### config.mk
export PLATFORM = sky130hd
export DESIGN_NAME = fetch_flat
export DESIGN_NICKNAME = d
export VERILOG_FILES = /design/src/rtl/fetch_if.sv /design/src/rtl/fetch.sv /design/src/flat_wrapper.sv
export SDC_FILE = /design/constraint.sdc
export NUM_CORES = 1
export LEC_CHECK = 0
export BUFFER_PORTS_ARGS = -buffer_cell sky130_fd_sc_hd__buf_2
export CORE_MARGIN = 8
export CORE_UTILIZATION = 48
export DETAILED_ROUTE_END_ITERATION = 8
export PLACE_DENSITY = 0.89
export SYNTH_ARGS = -nofsm -noshare
export SYNTH_HDL_FRONTEND = slang
export SYNTH_SLANG_ARGS = --single-unit
### constraint.sdc
create_clock -name clk -period 2.25 [get_ports clk]
set_input_delay 0.1125 -clock clk [delete_from_list [all_inputs] [get_ports clk]]
set_output_delay 0.1125 -clock clk [all_outputs]
set_load 0.03 [all_outputs]
### src/rtl/fetch_if.sv
// Fetch-stage bundle: branch/stall controls, instruction memory port and decode-side outputs.
// The master modport is the fetch stage; the slave modport is the surrounding pipeline/memory.
interface fetch_if;
  logic        bj;
  logic [7:0]  bjadr;
  logic        stall;
  logic [7:0]  imem_adr;
  logic [15:0] imem_data;
  logic [15:0] bjinst;
  logic [7:0]  nxtadrsr;
  logic [7:0]  pc;
  logic        halted;

  modport master (
    input  bj, bjadr, stall, imem_data,
    output imem_adr, bjinst, nxtadrsr, pc, halted
  );

  modport slave (
    output bj, bjadr, stall, imem_data,
    input  imem_adr, bjinst, nxtadrsr, pc, halted
  );
endinterface

### src/rtl/fetch.sv
// Instruction fetch stage: BOOT/RUN/HALT FSM feeding one instruction per cycle to decode,
// with branch redirect, stall hold and halt-opcode detection.
module fetch #(
  parameter logic [7:0] RESET_PC = 8'h00,
  parameter logic [3:0] HALT_OP  = 4'hF
) (
  input  logic     clk,
  input  logic     rst,
  fetch_if.master  bus
);

  typedef enum logic [1:0] {StBoot, StRun, StHalt} state_e;

  state_e      state_q, state_d;
  logic [7:0]  pc_q, pc_d;
  logic [15:0] inst_q, inst_d;
  logic [7:0]  nxt_q, nxt_d;
  logic [7:0]  pc_inc;

  assign pc_inc = pc_q + 8'd1;

  always_comb begin
    state_d = state_q;
    pc_d    = pc_q;
    inst_d  = inst_q;
    nxt_d   = nxt_q;
    unique case (state_q)
      StBoot: begin
        state_d = StRun;
        inst_d  = 16'h0000;
        nxt_d   = 8'h00;
      end
      StRun: begin
        if (bus.bj) begin
          state_d = StRun;
          pc_d    = bus.bjadr;
          inst_d  = 16'h0000;
          nxt_d   = 8'h00;
        end else if (bus.stall) begin
          state_d = StRun;
        end else if (bus.imem_data[15:12] == HALT_OP) begin
          // The halt instruction itself is swallowed; pc stays on it.
          state_d = StHalt;
          inst_d  = 16'h0000;
        end else begin
          pc_d    = pc_inc;
          inst_d  = bus.imem_data;
          nxt_d   = pc_inc;
        end
      end
      StHalt: begin
        inst_d = 16'h0000;
        if (bus.bj) begin
          state_d = StRun;
          pc_d    = bus.bjadr;
          nxt_d   = 8'h00;
        end
      end
      default: begin
        state_d = StBoot;
        pc_d    = RESET_PC;
        inst_d  = 16'h0000;
        nxt_d   = 8'h00;
      end
    endcase
  end

  always_ff @(posedge clk or negedge rst) begin
    if (!rst) begin
      state_q <= StBoot;
      pc_q    <= RESET_PC;
      inst_q  <= 16'h0000;
      nxt_q   <= 8'h00;
    end else begin
      state_q <= state_d;
      pc_q    <= pc_d;
      inst_q  <= inst_d;
      nxt_q   <= nxt_d;
    end
  end

  assign bus.imem_adr = pc_q;
  assign bus.pc       = pc_q;
  assign bus.bjinst   = inst_q;
  assign bus.nxtadrsr = nxt_q;
  assign bus.halted   = (state_q == StHalt);

endmodule

### src/flat_wrapper.sv
// flat-port wrapper written by rule: the top's interface ports become plain ports
module fetch_flat 
#(
  parameter logic [7:0] RESET_PC = 8'h00,
  parameter logic [3:0] HALT_OP  = 4'hF
)
  (clk, rst, bus_bj, bus_bjadr, bus_stall, bus_imem_data, bus_imem_adr, bus_bjinst, bus_nxtadrsr, bus_pc, bus_halted);
  fetch_if bus_i ();
  input  logic clk;
  input  logic rst;
  input wire logic [$bits(bus_i.bj)-1:0] bus_bj;
  input wire logic [$bits(bus_i.bjadr)-1:0] bus_bjadr;
  input wire logic [$bits(bus_i.stall)-1:0] bus_stall;
  input wire logic [$bits(bus_i.imem_data)-1:0] bus_imem_data;
  output wire logic [$bits(bus_i.imem_adr)-1:0] bus_imem_adr;
  output wire logic [$bits(bus_i.bjinst)-1:0] bus_bjinst;
  output wire logic [$bits(bus_i.nxtadrsr)-1:0] bus_nxtadrsr;
  output wire logic [$bits(bus_i.pc)-1:0] bus_pc;
  output wire logic [$bits(bus_i.halted)-1:0] bus_halted;
  assign bus_i.bj = bus_bj;
  assign bus_i.bjadr = bus_bjadr;
  assign bus_i.stall = bus_stall;
  assign bus_i.imem_data = bus_imem_data;
  assign bus_imem_adr = bus_i.imem_adr;
  assign bus_bjinst = bus_i.bjinst;
  assign bus_nxtadrsr = bus_i.nxtadrsr;
  assign bus_pc = bus_i.pc;
  assign bus_halted = bus_i.halted;
  fetch #(.RESET_PC(RESET_PC), .HALT_OP(HALT_OP)) u_core (.clk(clk), .rst(rst), .bus(bus_i));
endmodule
==> flow_metrics.tcl, run 1 <==
set metrics [dict create \
    numClockSinks 34 \
    viasPerCell 5.33 \
    swShare_pct 47.7 \
    cellPowerDensity_nw_per_um2 1120 \
    clk_path_buf_depth 2 \
    dr.pass1.iters 4 \
    setup_ws_ns 0.468 \
    die_height_um 75.4 \
    routabilityCongestion 0.796 \
    hold_path_end "u_core.bus.bjinst[12]" \
    grt_pass1_vias 1415 \
    cpMostUsedCell "o21ai_1" \
    grt_pass1_wl_mm 6.93 \
    syn_inst 150 \
    fin_tns_setup_ns 0 \
    cts_tree "built" \
    cp.required_ns 2.51 \
    synth_seq_cells 34 \
    crit_buf_inv 2 \
    placedCellCount 250 \
    worstMarginPinSlew_ns 0.729 \
    cp_max_fo 20 \
    hold_depth 2 \
    clk_pin_slew_worst_paths_ns 0.11 \
    slowest_stage "dfrtp_1" \
    end_kind "flip-flop" \
    routed_wl_mm 4.55 \
    core_um2 3360 \
    synth.distinct_cells 34 \
    vias 1451 \
    crit_type "flip-flop to flip-flop" \
    crit_arrival_ns 2.04 \
    reg2reg_to "u_core.bus.imem_adr[6]" \
    r2r_setup_slack_ns 0.47 \
    p_clk_share_pct 14.5 \
    r2r-start "u_core.state_q[1]" \
    period_needed_ns 1.78 \
    seq_area_frac_synth_pct 50.2 \
    crit_chain "inv_1 -> ha_1 -> nor2b_4 -> a21o_1 -> buf_4 -> o21ai_1 -> o21ai_1" \
    ioPinCount 69 \
    grt_overflow_total 0 \
    fin_crit_sh_pct 79.2 \
    dp_hpwl_mm 3.21 \
    yosysWarnings 0 \
    skew_ns 0.00818 \
    synth_area_um2 1700 \
    hold_violations 0 \
    rsz0062_at_grt "no" \
    h-tree-depth 2 \
    p_sw_mw 1.18 \
    grt_usage_pct 16.3 \
    power_mw 2.47 \
    sequentialPowerShare_pct 35.9 \
    grt_max_degree 35 \
    fin_nets 258 \
    status "completed" \
    crit_family "flip-flops" \
    rr_worst_depth 7 \
    drc_errors 0 \
    cpPeakStageDelay_ns 0.42 \
    syn_to_final_growth_pct 29.6 \
    power_frac_comb_pct 49.7 \
    fin_util_pct 65.3 \
    drt_iter0_drc 107 \
    final_cells 272 \
    die-area_um2 5690 \
    routedWlPerCell_um 16.7 \
    antenna_found_initial 0 \
    root_buffer "clkbuf_4" \
    io_buffer_count 68 \
    setup_viol 0 \
    ant_nets 0 \
    ir_worst_vdd_v 0.000474 \
    cap_violations 0 \
    avgSynthCellArea_um2 11.3 \
    leakage_nw 1.17 \
    hold_class "input port to flip-flop" \
    crit_path_start_kind "flip-flop" \
    clock_latency_ns 0.34 \
    min-delay-start "bus_imem_data[12]" \
    critPathLaunch "u_core.state_q[1]" \
    internal_power_mw 1.29 \
    dp_slack_ns 0.503 \
    num_antenna_cells 0 \
    cts_inserted_buffers 5 \
    maxSlewHeadroom_pct 51.4 \
    initial_core_util_pct 50.4 \
    die_w_um 75.4 \
    fmaxAchievable_mhz 561 \
    rows 21 \
    drv_slew 0 \
    syn_nets 183 \
    drive_above_1_share_pct 38.5 \
]
-- worst reg2reg max path, cell delays in order, from the launching register on --
cell and delay (ns):
dfrtp_1 0.42, inv_1 0.10, ha_1 0.28, nor2b_4 0.36, a21o_1 0.16, buf_4 0.22, o21ai_1 0.09, o21ai_1 0.09
-- worst max path at each step --
stage	endpoint	depth (start not counted)
final	u_core.bus.imem_adr[6]	7
after floorplan	u_core.bus.imem_adr[2]	6
after global placement	u_core.bus.imem_adr[6]	7
after global routing	u_core.bus.imem_adr[5]	7
after CTS	u_core.bus.imem_adr[6]	7
after detailed placement	u_core.bus.imem_adr[6]	7
-- stage by stage --
stage | cell area [um2] | hold WS, ns
floorplan | 1700 | -0.183
global placement | 1990 | 0.211
detailed placement | 1990 | 0.214
CTS | 2200 | 0.00115
global route | 2200 | 0.00352
finish | 2200 | 0.00934
-- Yosys cell counts, drive strengths merged --
library cell	n	share of area, %
nand2b	1	0.81
o21ai	13	3.8
o41ai	2	1.0
nand3	4	1.2
inv	7	1.6
nor4	3	1.1
nand4	1	0.37
a22o	17	8.8
xnor2	3	1.6
a22oi	1	0.44
nor2	4	1.3
and2	1	0.37
nand2	13	3.0
ha	5	3.7
o22ai	4	1.8
dfrtp	34	50
buf	16	6.8
nor2b	2	1.3
o211a	3	1.8
o31a	1	0.59
a41o	1	1.3
a211oi	5	3.0
a32oi	1	0.52
a21o	2	0.89
a2bb2oi	2	1.0
o31ai	4	1.8
-- cell families after synthesis --
family	count (synthesis)	synth area share, %
AOI/OAI and AO/OA	56	26.7
xor gates and xnor gates	3	1.55
adders and majority gates	5	3.69
buffers and inverters	23	8.34
DFF	34	50.2
and+or+nand+nor	29	9.52
-- metal layers --
metal	vias up	GRT usage [%]	wire length, um
li1	697	-	-
met1	690	19.9	1830
met2	52	27.0	2380
met3	12	3.55	232
met4	0	7.25	110
met5	-	0	0
-- state kept, by name, summed over array words and instances (netlist names) --
signal	flops
u_core.bus.nxtadrsr	8
u_core.bus.imem_adr	8
u_core.state_q	2
u_core.bus.bjinst	16
-- cell type report --
| type | instances | area [um2] |
|---|---|---|
| clock buffer | 6 | 51.3 |
| clock inverter | 2 | 12.5 |
| fill | 276 | 1170 |
| inverter | 7 | 26.3 |
| multi-input combinational | 93 | 703 |
| sequential | 34 | 851 |
| tap | 46 | 57.6 |
| timing repair buffer | 84 | 495 |
-- power by group through the flow --
stage	registers [mW]	clock network [mW]	logic, mW
floorplan	1.12	0	0.732
global placement	0.892	0	1.19
detailed placement	0.897	0	1.21
CTS	0.884	0.364	1.23
global route	0.911	0.391	1.31
finish	0.887	0.357	1.23
-- placed cells by master, fill, tap and decap left out, types with 5 or more instances in the layout --
| cell type | instances |
|---|---|
| clkbuf_4 | 5 |
| dfrtp_1 | 34 |
| a22o_1 | 17 |
| o21ai_1 | 11 |
| ha_1 | 5 |
| dlygate4sd3_1 | 14 |
| buf_2 | 68 |
| inv_1 | 7 |
| nand2_1 | 12 |
-- timing repair --
| action | 4_1_cts | 5_1_grt |
|---|---|---|
| buffers inserted | 0 | 0 |
| endpoints found under the hold margin | 47 | 0 |
| hold buffers | 14 | 0 |
| resized for setup | 0 | 0 |
Power figures use the tool's default switching activity.
==> run 2: changes to the inputs <==
--- a/config.mk
+++ b/config.mk
@@ -5,11 +5,12 @@
 export SDC_FILE = /design/constraint.sdc
 export NUM_CORES = 1
 export LEC_CHECK = 0
+export ABC_AREA = 1
 export BUFFER_PORTS_ARGS = -buffer_cell sky130_fd_sc_hd__buf_2
 export CORE_MARGIN = 8
 export CORE_UTILIZATION = 48
 export DETAILED_ROUTE_END_ITERATION = 8
-export PLACE_DENSITY = 0.89
+export PLACE_DENSITY = 0.88
 export SYNTH_ARGS = -nofsm -noshare
 export SYNTH_HDL_FRONTEND = slang
 export SYNTH_SLANG_ARGS = --single-unit
==> constraint.sdc (replaced) <==
create_clock -name clk -period 1.8 [get_ports clk]
set_input_delay 0.09 -clock clk [delete_from_list [all_inputs] [get_ports clk]]
set_output_delay 0.09 -clock clk [all_outputs]
set_load 0.03 [all_outputs]
==> run 2 against run 1 <==
Against the previous run:
- combinational power rose by 21%
- flip-flop and latch count stayed put
- clock skew about the same
- sequential power rose by 23%
- non-clock buffer count decreased by 7
- die area rose by 4.2%
- first-iteration DRC count is 60% higher
- hold slack improved by 0.0034 ns
- clock-buffer cell count increased by 1
- sequential share of layout area decreased by 0.97 points
- critical endpoint is now u_core.bus.imem_adr[0]
- largest power group unchanged
- highest routed layer unchanged
==> flow_metrics.tcl, run 2 <==
set metrics [dict create \
    final_common_cell "nand2_1" \
    fin_nets 324 \
    design_area_um2 2250 \
    leakage_nw 1.36 \
    cp_max_fo 9 \
    setup_ws_ns 0.159 \
    end_kind "flip-flop" \
    final_cell_mix "93 x nand2_1, 68 x buf_2, 34 x dfrtp_1" \
    yosysTopAreaCell "dfrtp_1" \
    power_mw 3.15 \
    numClockSinks 34 \
    core_um2 3630 \
    h-tree-depth 2 \
    root_buffer "clkbuf_8" \
    rsz0062_at_grt "no" \
    die_w_um 77.0 \
    r2r-start "u_core.state_q[1]" \
    num_antenna_cells 0 \
    async_reset_ff_share_pct 100 \
    ir_worst_vdd_v 0.000840 \
    synth.distinct_cells 21 \
    yosysWarnings 0 \
    synth_area_leaders "dfrtp_1 48%, nand2_1 20%, nand3_1 6.4%" \
    syn_to_final_growth_pct 26.1 \
    rr_worst_depth 9 \
    synthMostInstantiatedCell "nand2_1" \
    synthDominantCellAreaShare_pct 47.6 \
    grt_max_degree 35 \
    initial_core_util_pct 49.2 \
    cpPeakStageDelay_ns 0.40 \
    cp.required_ns 2.00 \
    slowest_stage "dfrtp_1" \
    rows 22 \
    yosys-top-cells-count "93 x nand2_1, 34 x dfrtp_1, 23 x nand3_1" \
    setup_viol 0 \
    fillCellCount 314 \
    cpMostUsedCell "nand2_4" \
    synth_ff_type "dfrtp_1" \
    skew_ns 0.00859 \
    grt_pass1_vias 1648 \
    seq_area_frac_synth_pct 47.6 \
    crit_arrival_ns 1.84 \
    clock_latency_ns 0.28 \
    r2r_setup_slack_ns 0.16 \
    routed_wl_mm 4.44 \
    period_needed_ns 1.64 \
    min-delay-start "bus_imem_data[4]" \
    clk_path_buf_depth 2 \
    cts_tree "built" \
    crit_path_start_kind "flip-flop" \
    synth_seq_cells 34 \
    antenna_found_initial 0 \
    die-area_um2 5930 \
    cts_inserted_buffers 5 \
    grt_overflow_total 0 \
    drive_above_1_share_pct 29.8 \
    fin_tns_setup_ns 0 \
    post-cts-setup-buffers 0 \
    syn_nets 254 \
    routedWlPerCell_um 13.1 \
    hold_violations 0 \
    ant_nets 0 \
    synth_edf_count 0 \
    syn_inst 221 \
    fmaxAchievable_mhz 609 \
    synth_area_um2 1790 \
    ioPinCount 69 \
    avgSynthCellArea_um2 8.08 \
    hold_depth 3 \
    dr.pass1.iters 4 \
    cellPowerDensity_nw_per_um2 1400 \
    status "completed" \
    reg2reg_to "u_core.bus.imem_adr[0]" \
    vias 1684 \
    routabilityCongestion 0.861 \
    dp_slack_ns 0.192 \
    dpl_cell_area_um2 2090 \
    grt_usage_pct 15.7 \
    hold_class "input port to flip-flop" \
    fin_crit_sh_pct 91.2 \
    grt_pass1_wl_mm 7.71 \
    worstMarginPinSlew_ns 0.744 \
    dp_hpwl_mm 3.29 \
    hold_path_end "u_core.bus.bjinst[4]" \
    critPathLaunch "u_core.state_q[1]" \
    clk_pin_slew_worst_paths_ns 0.07 \
    crit_type "flip-flop to flip-flop" \
    viasPerCell 4.95 \
    drc_errors 0 \
    crit_chain "inv_1 -> ha_1 -> nand2_4 -> inv_2 -> nand2_4 -> nand3_4 -> nor2_4 -> nand2_1 -> o21ai_0" \
    drt_iter0_drc 171 \
    io_buffer_count 68 \
    maxSlewHeadroom_pct 50.4 \
    drv_slew 0 \
    cap_violations 0 \
    die_height_um 77.0 \
    largest_register_ffs 16 \
]
[run 2: critical path: cells and delay by family (launching register included)]
family | cells | cell delay [ns]
AND/OR/NAND/NOR | 5 | 0.64
flip-flops | 1 | 0.40
AO/OA/AOI/OAI | 1 | 0.08
buffers and inverters | 2 | 0.19
adder cells (fa/ha/maj) | 1 | 0.24
[run 2: kinds of logic after synthesis]
family,Yosys count,share of synthesized area (%)
adder cells (fa/ha/maj),5,3.50
AO/OA/AOI/OAI,21,6.02
flip-flops,34,47.6
AND/OR/NAND/NOR,132,33.5
buffers and inverters,29,9.31
[run 2: timing repair]
| item | 4_1_cts | 5_1_grt |
|---|---|---|
| hold buffers | 7 | 0 |
| endpoints found under the setup margin | 0 | 0 |
| endpoints found under the hold margin | 40 | 0 |
| resized for setup | 0 | 0 |
[run 2: where the power goes]
part	leakage (nW)	switching, mW	internal [mW]	total (mW)
sequential	0.462	0.157	0.931	1.09
combinational	0.849	1.07	0.425	1.49
clock	0.0482	0.257	0.308	0.565
total	1.36	1.48	1.66	3.15
[run 2: layout make-up]
| type | count | area [um2] | area share (%) |
|---|---|---|---|
| Timing Repair Buffer | 77 | 425 | 18.9 |
| Clock buffer | 7 | 86.3 | 3.83 |
| Sequential cell | 34 | 851 | 37.8 |
| Multi-Input combinational cell | 158 | 769 | 34.1 |
| Tap cell | 48 | 60.1 | 2.67 |
| Clock inverter | 1 | 5.00 | 0.222 |
| Inverter | 15 | 56.3 | 2.50 |
[run 2: through the flow]
step	hold WS (ns)	cells	utilization, %
detailed placement	0.190	325	57.6
global route	0.0170	340	62.0
floorplan	-0.206	221	-
global placement	0.188	325	57.6
CTS	0.00566	340	62.0
finish	0.0128	340	62.0
[run 2: worst max path at each step]
stage,endpoint,slack [ns]
6_report,u_core.bus.imem_adr[0],0.16
5_1_grt,u_core.bus.imem_adr[0],0.003
4_1_cts,u_core.bus.imem_adr[0],0.18
3_5_place_dp,u_core.bus.imem_adr[0],0.19
3_3_place_gp,u_core.bus.nxtadrsr[7],0.27
2_1_floorplan,u_core.bus.nxtadrsr[5],0.24
[run 2: per-layer routing]
metal  share of wire, %  global-route usage (%)
met5                  0                       0
met1                 40                    18.4
met3                7.1                    5.36
met4                1.8                    5.66
met2                 51                    26.0
